`config.mk`:
```
export PLATFORM = sky130hd
export DESIGN_NAME = lipo_batt_emu
export DESIGN_NICKNAME = d
export VERILOG_FILES = /design/src/rtl/lipo_emu_pkg.sv /design/src/rtl/lipo_ocv_lut.sv /design/src/rtl/lipo_batt_emu.sv
export SDC_FILE = /design/constraint.sdc
export NUM_CORES = 1
export LEC_CHECK = 0
export CAP_MARGIN = 20
export CORE_MARGIN = 5
export CORE_UTILIZATION = 55
export DETAILED_ROUTE_END_ITERATION = 8
export PLACE_DENSITY = 0.76
export SYNTH_ARGS = -nofsm -noshare
export SYNTH_HDL_FRONTEND = slang
export SYNTH_SLANG_ARGS = --single-unit
```
`constraint.sdc`:
```
create_clock -name clk -period 15 [get_ports clk]
set_input_delay 3 -clock clk [delete_from_list [all_inputs] [get_ports clk]]
set_output_delay 3 -clock clk [all_outputs]
set_load 0.03 [all_outputs]
```
`src/rtl/lipo_emu_pkg.sv`:
```
// Shared types and constants for the Li-Po battery emulator: FSM state
// encoding, datapath widths and the OCV breakpoint table (1 mV LSB).
package lipo_emu_pkg;

   typedef enum logic [1:0] {
      ST_RUN    = 2'd0,
      ST_UPDATE = 2'd1,
      ST_OUTPUT = 2'd2
   } state_t;

   localparam int I_W     = 10;   // forced current code, 1 mA LSB
   localparam int VCODE_W = 12;   // sensed voltage code, 1 mV LSB
   localparam int SOC_W   = 7;    // state of charge, 0..100 %
   localparam int SUB_W   = 17;   // sub-percent charge accumulator, mA*s
   localparam int DROP_W  = 20;   // i * ESR product
   localparam int SUM_W   = 13;   // ocv + drop before saturation
   localparam int PCT_W   = 4;    // tens / ones digit of the SOC

   localparam logic [VCODE_W-1:0] VCODE_MAX = 12'd4095;

   // OCV at 0 %, 10 %, ... 100 % SOC; the top entry exceeds 12 bits,
   // so the table is carried at the pre-saturation width.
   localparam logic [SUM_W-1:0] BP [11] = '{
      13'd3000, 13'd3450, 13'd3600, 13'd3680, 13'd3730, 13'd3780,
      13'd3850, 13'd3920, 13'd4000, 13'd4100, 13'd4200
   };

   // Tens digit of a percentage (0..10 for legal values).
   function automatic logic [PCT_W-1:0] pct_tens(input logic [SOC_W-1:0] p);
      return PCT_W'(p / 7'd10);
   endfunction

   // Ones digit of a percentage (0..9).
   function automatic logic [PCT_W-1:0] pct_ones(input logic [SOC_W-1:0] p);
      return PCT_W'(p % 7'd10);
   endfunction

endpackage

```
`src/rtl/lipo_ocv_lut.sv`:
```
// Combinational open-circuit-voltage lookup: linear interpolation between
// the 10 % breakpoints, truncating. tens >= 10 yields the top breakpoint.
module lipo_ocv_lut
   import lipo_emu_pkg::*;
(
   input  logic [PCT_W-1:0] tens,
   input  logic [PCT_W-1:0] ones,
   output logic [SUM_W-1:0] ocv
);

   // Per-segment base and slope, padded to the full 4-bit index range so
   // that out-of-range digits land on a flat segment at the top breakpoint.
   logic [SUM_W-1:0] seg_base  [16];
   logic [8:0]       seg_delta [16];

   genvar gi;
   generate
      for (gi = 0; gi < 16; gi++) begin : g_seg
         if (gi < 10) begin : g_live
            assign seg_base[gi]  = BP[gi];
            assign seg_delta[gi] = 9'(BP[gi+1] - BP[gi]);
         end else begin : g_flat
            assign seg_base[gi]  = BP[10];
            assign seg_delta[gi] = '0;
         end
      end
   endgenerate

   logic [SUM_W-1:0] interp_prod;
   logic [SUM_W-1:0] interp;

   // base + (delta * ones) / 10; the product is at most 450*9 = 4050.
   always_comb begin
      interp_prod = SUM_W'(seg_delta[tens]) * SUM_W'(ones);
      interp      = interp_prod / SUM_W'(10);
      ocv         = seg_base[tens] + interp;
   end

endmodule

```
`src/rtl/lipo_batt_emu.sv`:
```
// Li-Po battery emulator: integrates the forced charge current into stored
// charge once per model second and returns the sensed voltage (OCV + ESR
// drop) as a one-cycle pulse per tick.
// Optional self-discharge of 1 mA*s per idle tick: define LIPO_EMU_SELFDIS_EN.
// CAP_MAH must keep CAP_MAH*36 + 1023 within the 17-bit accumulator.
module lipo_batt_emu
   import lipo_emu_pkg::*;
#(
   parameter int CAP_MAH  = 450,
   parameter int TICK_DIV = 1000,
   parameter int ESR_MOHM = 100,
   parameter int INIT_PCT = 0
) (
   input  logic               clk,
   input  logic               rst,
   input  logic               en,
   input  logic [I_W-1:0]     i_code,
   input  logic               i_valid,
   output logic               i_ready,
   output logic [VCODE_W-1:0] vbat_code,
   output logic               vbat_valid,
   output logic [SOC_W-1:0]   soc_pct,
   output logic               full
);

   localparam int PS_W = $clog2(TICK_DIV);
   localparam int PCT_STEP = CAP_MAH * 36;
   localparam logic [SUB_W-1:0] STEP_V = SUB_W'(PCT_STEP);
   localparam logic [PS_W-1:0]  PS_TERM = PS_W'(TICK_DIV - 1);
   localparam logic [SOC_W-1:0] SOC_INIT = SOC_W'(INIT_PCT);
   localparam logic [SOC_W-1:0] SOC_FULL = 7'd100;

   state_t             state_reg, state_next;
   logic [PS_W-1:0]    ps_reg, ps_next;
   logic [I_W-1:0]     i_reg, i_next;
   logic [SUB_W-1:0]   sub_reg, sub_next;
   logic [SOC_W-1:0]   soc_reg, soc_next;
   logic [VCODE_W-1:0] vhold_reg, vhold_next;

   logic [SUB_W-1:0]   sum;
   logic               drain;
   logic               full_int;
   logic [PCT_W-1:0]   tens, ones;
   logic [SUM_W-1:0]   ocv;
   logic [DROP_W-1:0]  drop_prod, drop;
   logic [SUM_W-1:0]   vsum;
   logic [VCODE_W-1:0] vcalc;

   assign full_int   = (soc_reg == SOC_FULL);
   assign full       = full_int;
   assign soc_pct    = soc_reg;
   assign i_ready    = (state_reg != ST_UPDATE);
   assign vbat_valid = (state_reg == ST_OUTPUT);
   // The freshly computed code is presented during OUTPUT and held after it.
   assign vbat_code  = (state_reg == ST_OUTPUT) ? vcalc : vhold_reg;

   assign tens = pct_tens(soc_reg);
   assign ones = pct_ones(soc_reg);

   lipo_ocv_lut u_ocv_lut (
      .tens (tens),
      .ones (ones),
      .ocv  (ocv)
   );

   // Tick sequencer: prescaler counts enabled RUN cycles; a started tick
   // always runs UPDATE then OUTPUT regardless of en.
   always_comb begin
      state_next = state_reg;
      ps_next    = ps_reg;
      case (state_reg)
         ST_RUN: begin
            if (en) begin
               if (ps_reg == PS_TERM) begin
                  ps_next    = '0;
                  state_next = ST_UPDATE;
               end else begin
                  ps_next = ps_reg + PS_W'(1);
               end
            end
         end
         ST_UPDATE: state_next = ST_OUTPUT;
         ST_OUTPUT: state_next = ST_RUN;
         default:   state_next = ST_RUN;
      endcase
   end

   // Current handshake: the code is captured whenever the model is not
   // integrating, so a value taken during OUTPUT only affects the next tick.
   always_comb begin
      i_next = i_reg;
      if (i_valid && i_ready) begin
         i_next = i_code;
      end
   end

   // Charge integrator: at most one percent step per tick because the
   // percent step always exceeds the largest current code.
   always_comb begin
      sub_next = sub_reg;
      soc_next = soc_reg;
      sum      = sub_reg + SUB_W'(i_reg);
      drain    = 1'b0;
`ifdef LIPO_EMU_SELFDIS_EN
      drain    = (i_reg == '0);
`endif
      if (state_reg == ST_UPDATE) begin
         if (drain) begin
            if (sub_reg != '0) begin
               sub_next = sub_reg - SUB_W'(1);
            end else if (soc_reg != '0) begin
               soc_next = soc_reg - SOC_W'(1);
               sub_next = STEP_V - SUB_W'(1);
            end
         end else if (!full_int) begin
            if (sum >= STEP_V) begin
               soc_next = soc_reg + SOC_W'(1);
               // Reaching 100 % discards the remainder.
               sub_next = (soc_reg == SOC_FULL - SOC_W'(1)) ? '0 : (sum - STEP_V);
            end else begin
               sub_next = sum;
            end
         end
      end
   end

   // Sensed voltage: OCV plus truncated ESR drop, saturated to 12 bits.
   always_comb begin
      drop_prod  = DROP_W'(i_reg) * DROP_W'(ESR_MOHM);
      drop       = drop_prod / DROP_W'(1000);
      vsum       = ocv + drop[SUM_W-1:0];
      vcalc      = (vsum > SUM_W'(VCODE_MAX)) ? VCODE_MAX : vsum[VCODE_W-1:0];
      vhold_next = (state_reg == ST_OUTPUT) ? vcalc : vhold_reg;
   end

   // State registers; reset aborts any tick in progress.
   always_ff @(posedge clk) begin
      if (rst) begin
         state_reg <= ST_RUN;
         ps_reg    <= '0;
         i_reg     <= '0;
         sub_reg   <= '0;
         soc_reg   <= SOC_INIT;
         vhold_reg <= '0;
      end else begin
         state_reg <= state_next;
         ps_reg    <= ps_next;
         i_reg     <= i_next;
         sub_reg   <= sub_next;
         soc_reg   <= soc_next;
         vhold_reg <= vhold_next;
      end
   end

endmodule

```
==> flow_summary.ini <==
[sta]
setup_viol = 0
fin_crit_sh_pct = 96.9
layout_min_cycle_time_ns = 14.54
skew_ns = 0.0123
max_slew_margin_pct = 33.2
hold_violations = 0
maxSlewViolCount = 0
fmax_ghz = 0.0688
hold_slack_ns = 0.493
finalSetupTns_ns = 0
worst_pin_slew_ns = 0.999

[yosys]
synth-seq-area-share_pct = 13.1
syn-instance-count = 1212
synth_edf_count = 0
synth_largest_area_cell = ha_1
yosys.area.top_type_share_pct = 13.1
synth_warnings = 0
synth_area_um2 = 8890
async_reset_ff_share_pct = 0
ys_ff_latch = 58
syn_area_per_cell_um2 = 7.33
synth.distinct_cells = 96
synth_area_leaders = ha_1 13%, dfxtp_1 13%, nor2_1 6.2%, xnor2_1 5.2%, fa_1 5.0%
postSynthNetCount = 1341
synthFlopType = dfxtp_1

[drt]
drc = 0
drt-total-wl_mm = 23.0
drt_iter0_markers = 552
first_pass_iters = 6
vias = 8980
drt-vias-per-instance = 5.99
ant_nets = 0
post_drt_wl_per_cell_um = 15.3

[hold_path]
hp-class = register to register
whs_path_depth = 2
min_to = sub_reg[10]
hold_start = sub_reg[10]

[layout]
nets = 1408
diodes = 0
largest_reg_flops = 17
layoutNonFillerInstCount = 1500
drive_above_1_share_pct = 15.6
syn_to_final_growth_pct = 19.0
fin_util_pct = 66.6

[global_route]
grt_pass1_vias = 8268
antenna_found_initial = 0
track_usage_pct = 23.8
grt_overflow = 0
grt_max_degree = 52
grt_pass1_wl_mm = 37.8

[clocking]
cts-root-buf = clkbuf_16
cts.path.max_buffers = 2
clk_latency_ns = 0.33
cts_tree = yes
htree_num_levels = 3
numClockSinks = 58
numCtsBuffers = 9
cts_hold_buf = 0
clk_pin_slew_ns = 0.06

[setup_path]
critPathSlowestCell = fa_1
r2r-start = soc_pct[3]
cp_max_fo = 6
critPathLaunchType = register
worstReg2RegEnd = vhold_reg[3]
end_kind = output port
reg2reg_slack_ns = 3.67
crit_type = register to output port
critical_path_required_ns = 12.00
r2r_cells = 61
slowest_delay_ns = 0.54
crit_arrival_ns = 11.54

[die]
rows = 46
die_w_um = 137
coreArea_um2 = 15900
fp.dieH_um = 137
initial_core_util_pct = 56.0
die_area_um2 = 18800
pin_count = 36

[placement]
port_buffers = 35
routabilityCongestion = 0.914
dp_hpwl_mm = 17.1
dp.cells = 1471

[power_and_ir_drop]
leakagePower_nw = 4.47
finalPower_mw = 0.713
pwr_density_cell_nw_per_um2 = 67.4
vdd_drop_max_v = 0.0000637

[status]
outcome = completed

[flow_run]
max-cap-violations = 0
critical path, delay by kind of cell, from the launching register on:
family | cells | cell delay (ns)
buffers and inverters | 9 | 1.03
flip-flops | 1 | 0.33
AND/OR/NAND/NOR | 10 | 1.45
AO/OA/AOI/OAI | 30 | 5.08
adder cells (fa/ha/maj) | 7 | 2.35
XOR/XNOR | 4 | 0.95
repair_timing:
item                                    CTS  global route
pin swaps                                 2            25
gates resized for setup                  22            91
setup buffers                             4             9
endpoints found under the setup margin   12            12
metrics by stage:
step	worst slack, ns	cell area (um2)
floorplan	0.0356	9060
global placement	0.123	9870
detailed placement	-0.219	9870
CTS	0.0182	10200
global route	-0.105	10600
finish	0.460	10600
cells in the final DEF (no fill, tap or decap), types with 41 or more instances in the layout:
cell	instances
xnor2_1	48
nand2_1	105
o21ai_0	51
buf_4	64
nand3_1	41
inv_1	94
nor2_1	145
dfxtp_1	58
a21oi_1	75
ha_1	91
power breakdown:
part           internal, mW  switching [mW]
Combinational         0.127           0.214
Clock                 0.137          0.0744
Sequential            0.156         0.00314
Total                 0.421           0.292
how the worst max path moves through the flow:
stage | start | to | slack [ns]
after floorplan | soc_pct[2] | vbat_code[2] | 0.04
after global placement | soc_pct[3] | vbat_code[6] | 0.12
after detailed placement | soc_pct[3] | vbat_code[6] | -0.22
after CTS | soc_pct[3] | vbat_code[5] | 0.02
after global routing | soc_pct[3] | vbat_code[0] | -0.11
final | soc_pct[3] | vbat_code[0] | 0.46
logic make-up (layout without fill, tap and decap cells):
family,after synthesis,count (layout),share of synthesized area (%)
simple gates,454,454,25.0
compound gates,348,348,27.7
buf+inv,139,211,6.05
fa+ha+maj,120,120,18.6
xor+xnor,78,78,7.84
flops,58,58,13.1
mux,15,15,1.76
layout make-up:
cell class              instances  area [um2]
well taps                     216         270
fillers                      1373        5310
flip-flops and latches         58        1160
clock inverters                 4        50.0
clock buffers                  12         256
inverters                      96         360
repair buffers                 99         842
multi-input cells            1015        7640
synth_stat cells, drive strengths merged, types with 9 or more instances:
master  count
a211oi     21
ha         93
nor2b      24
a21oi      84
a21o       20
a22oi      13
mux2i      10
o21a       10
a31oi      23
nor3       15
inv        96
clkbuf     35
dfxtp      58
xor2       24
nor2      147
xnor2      53
nand4      16
or3        15
o21bai     11
or2        16
and2       16
nand3      43
o21ai      65
nor3b       9
o211ai      9
fa         22
and3       10
nand2     105
o31ai      12
nor4       12
layer usage:
metal  global-route usage, %  vias up  routed length (um)
li1                        -     4521                   -
met1                    31.9     4233               10700
met2                    40.6      195               11200
met3                    2.98       31                 817
met4                    6.04        0                 348
met5                       0        -                   0
Power figures use the tool's default switching activity.
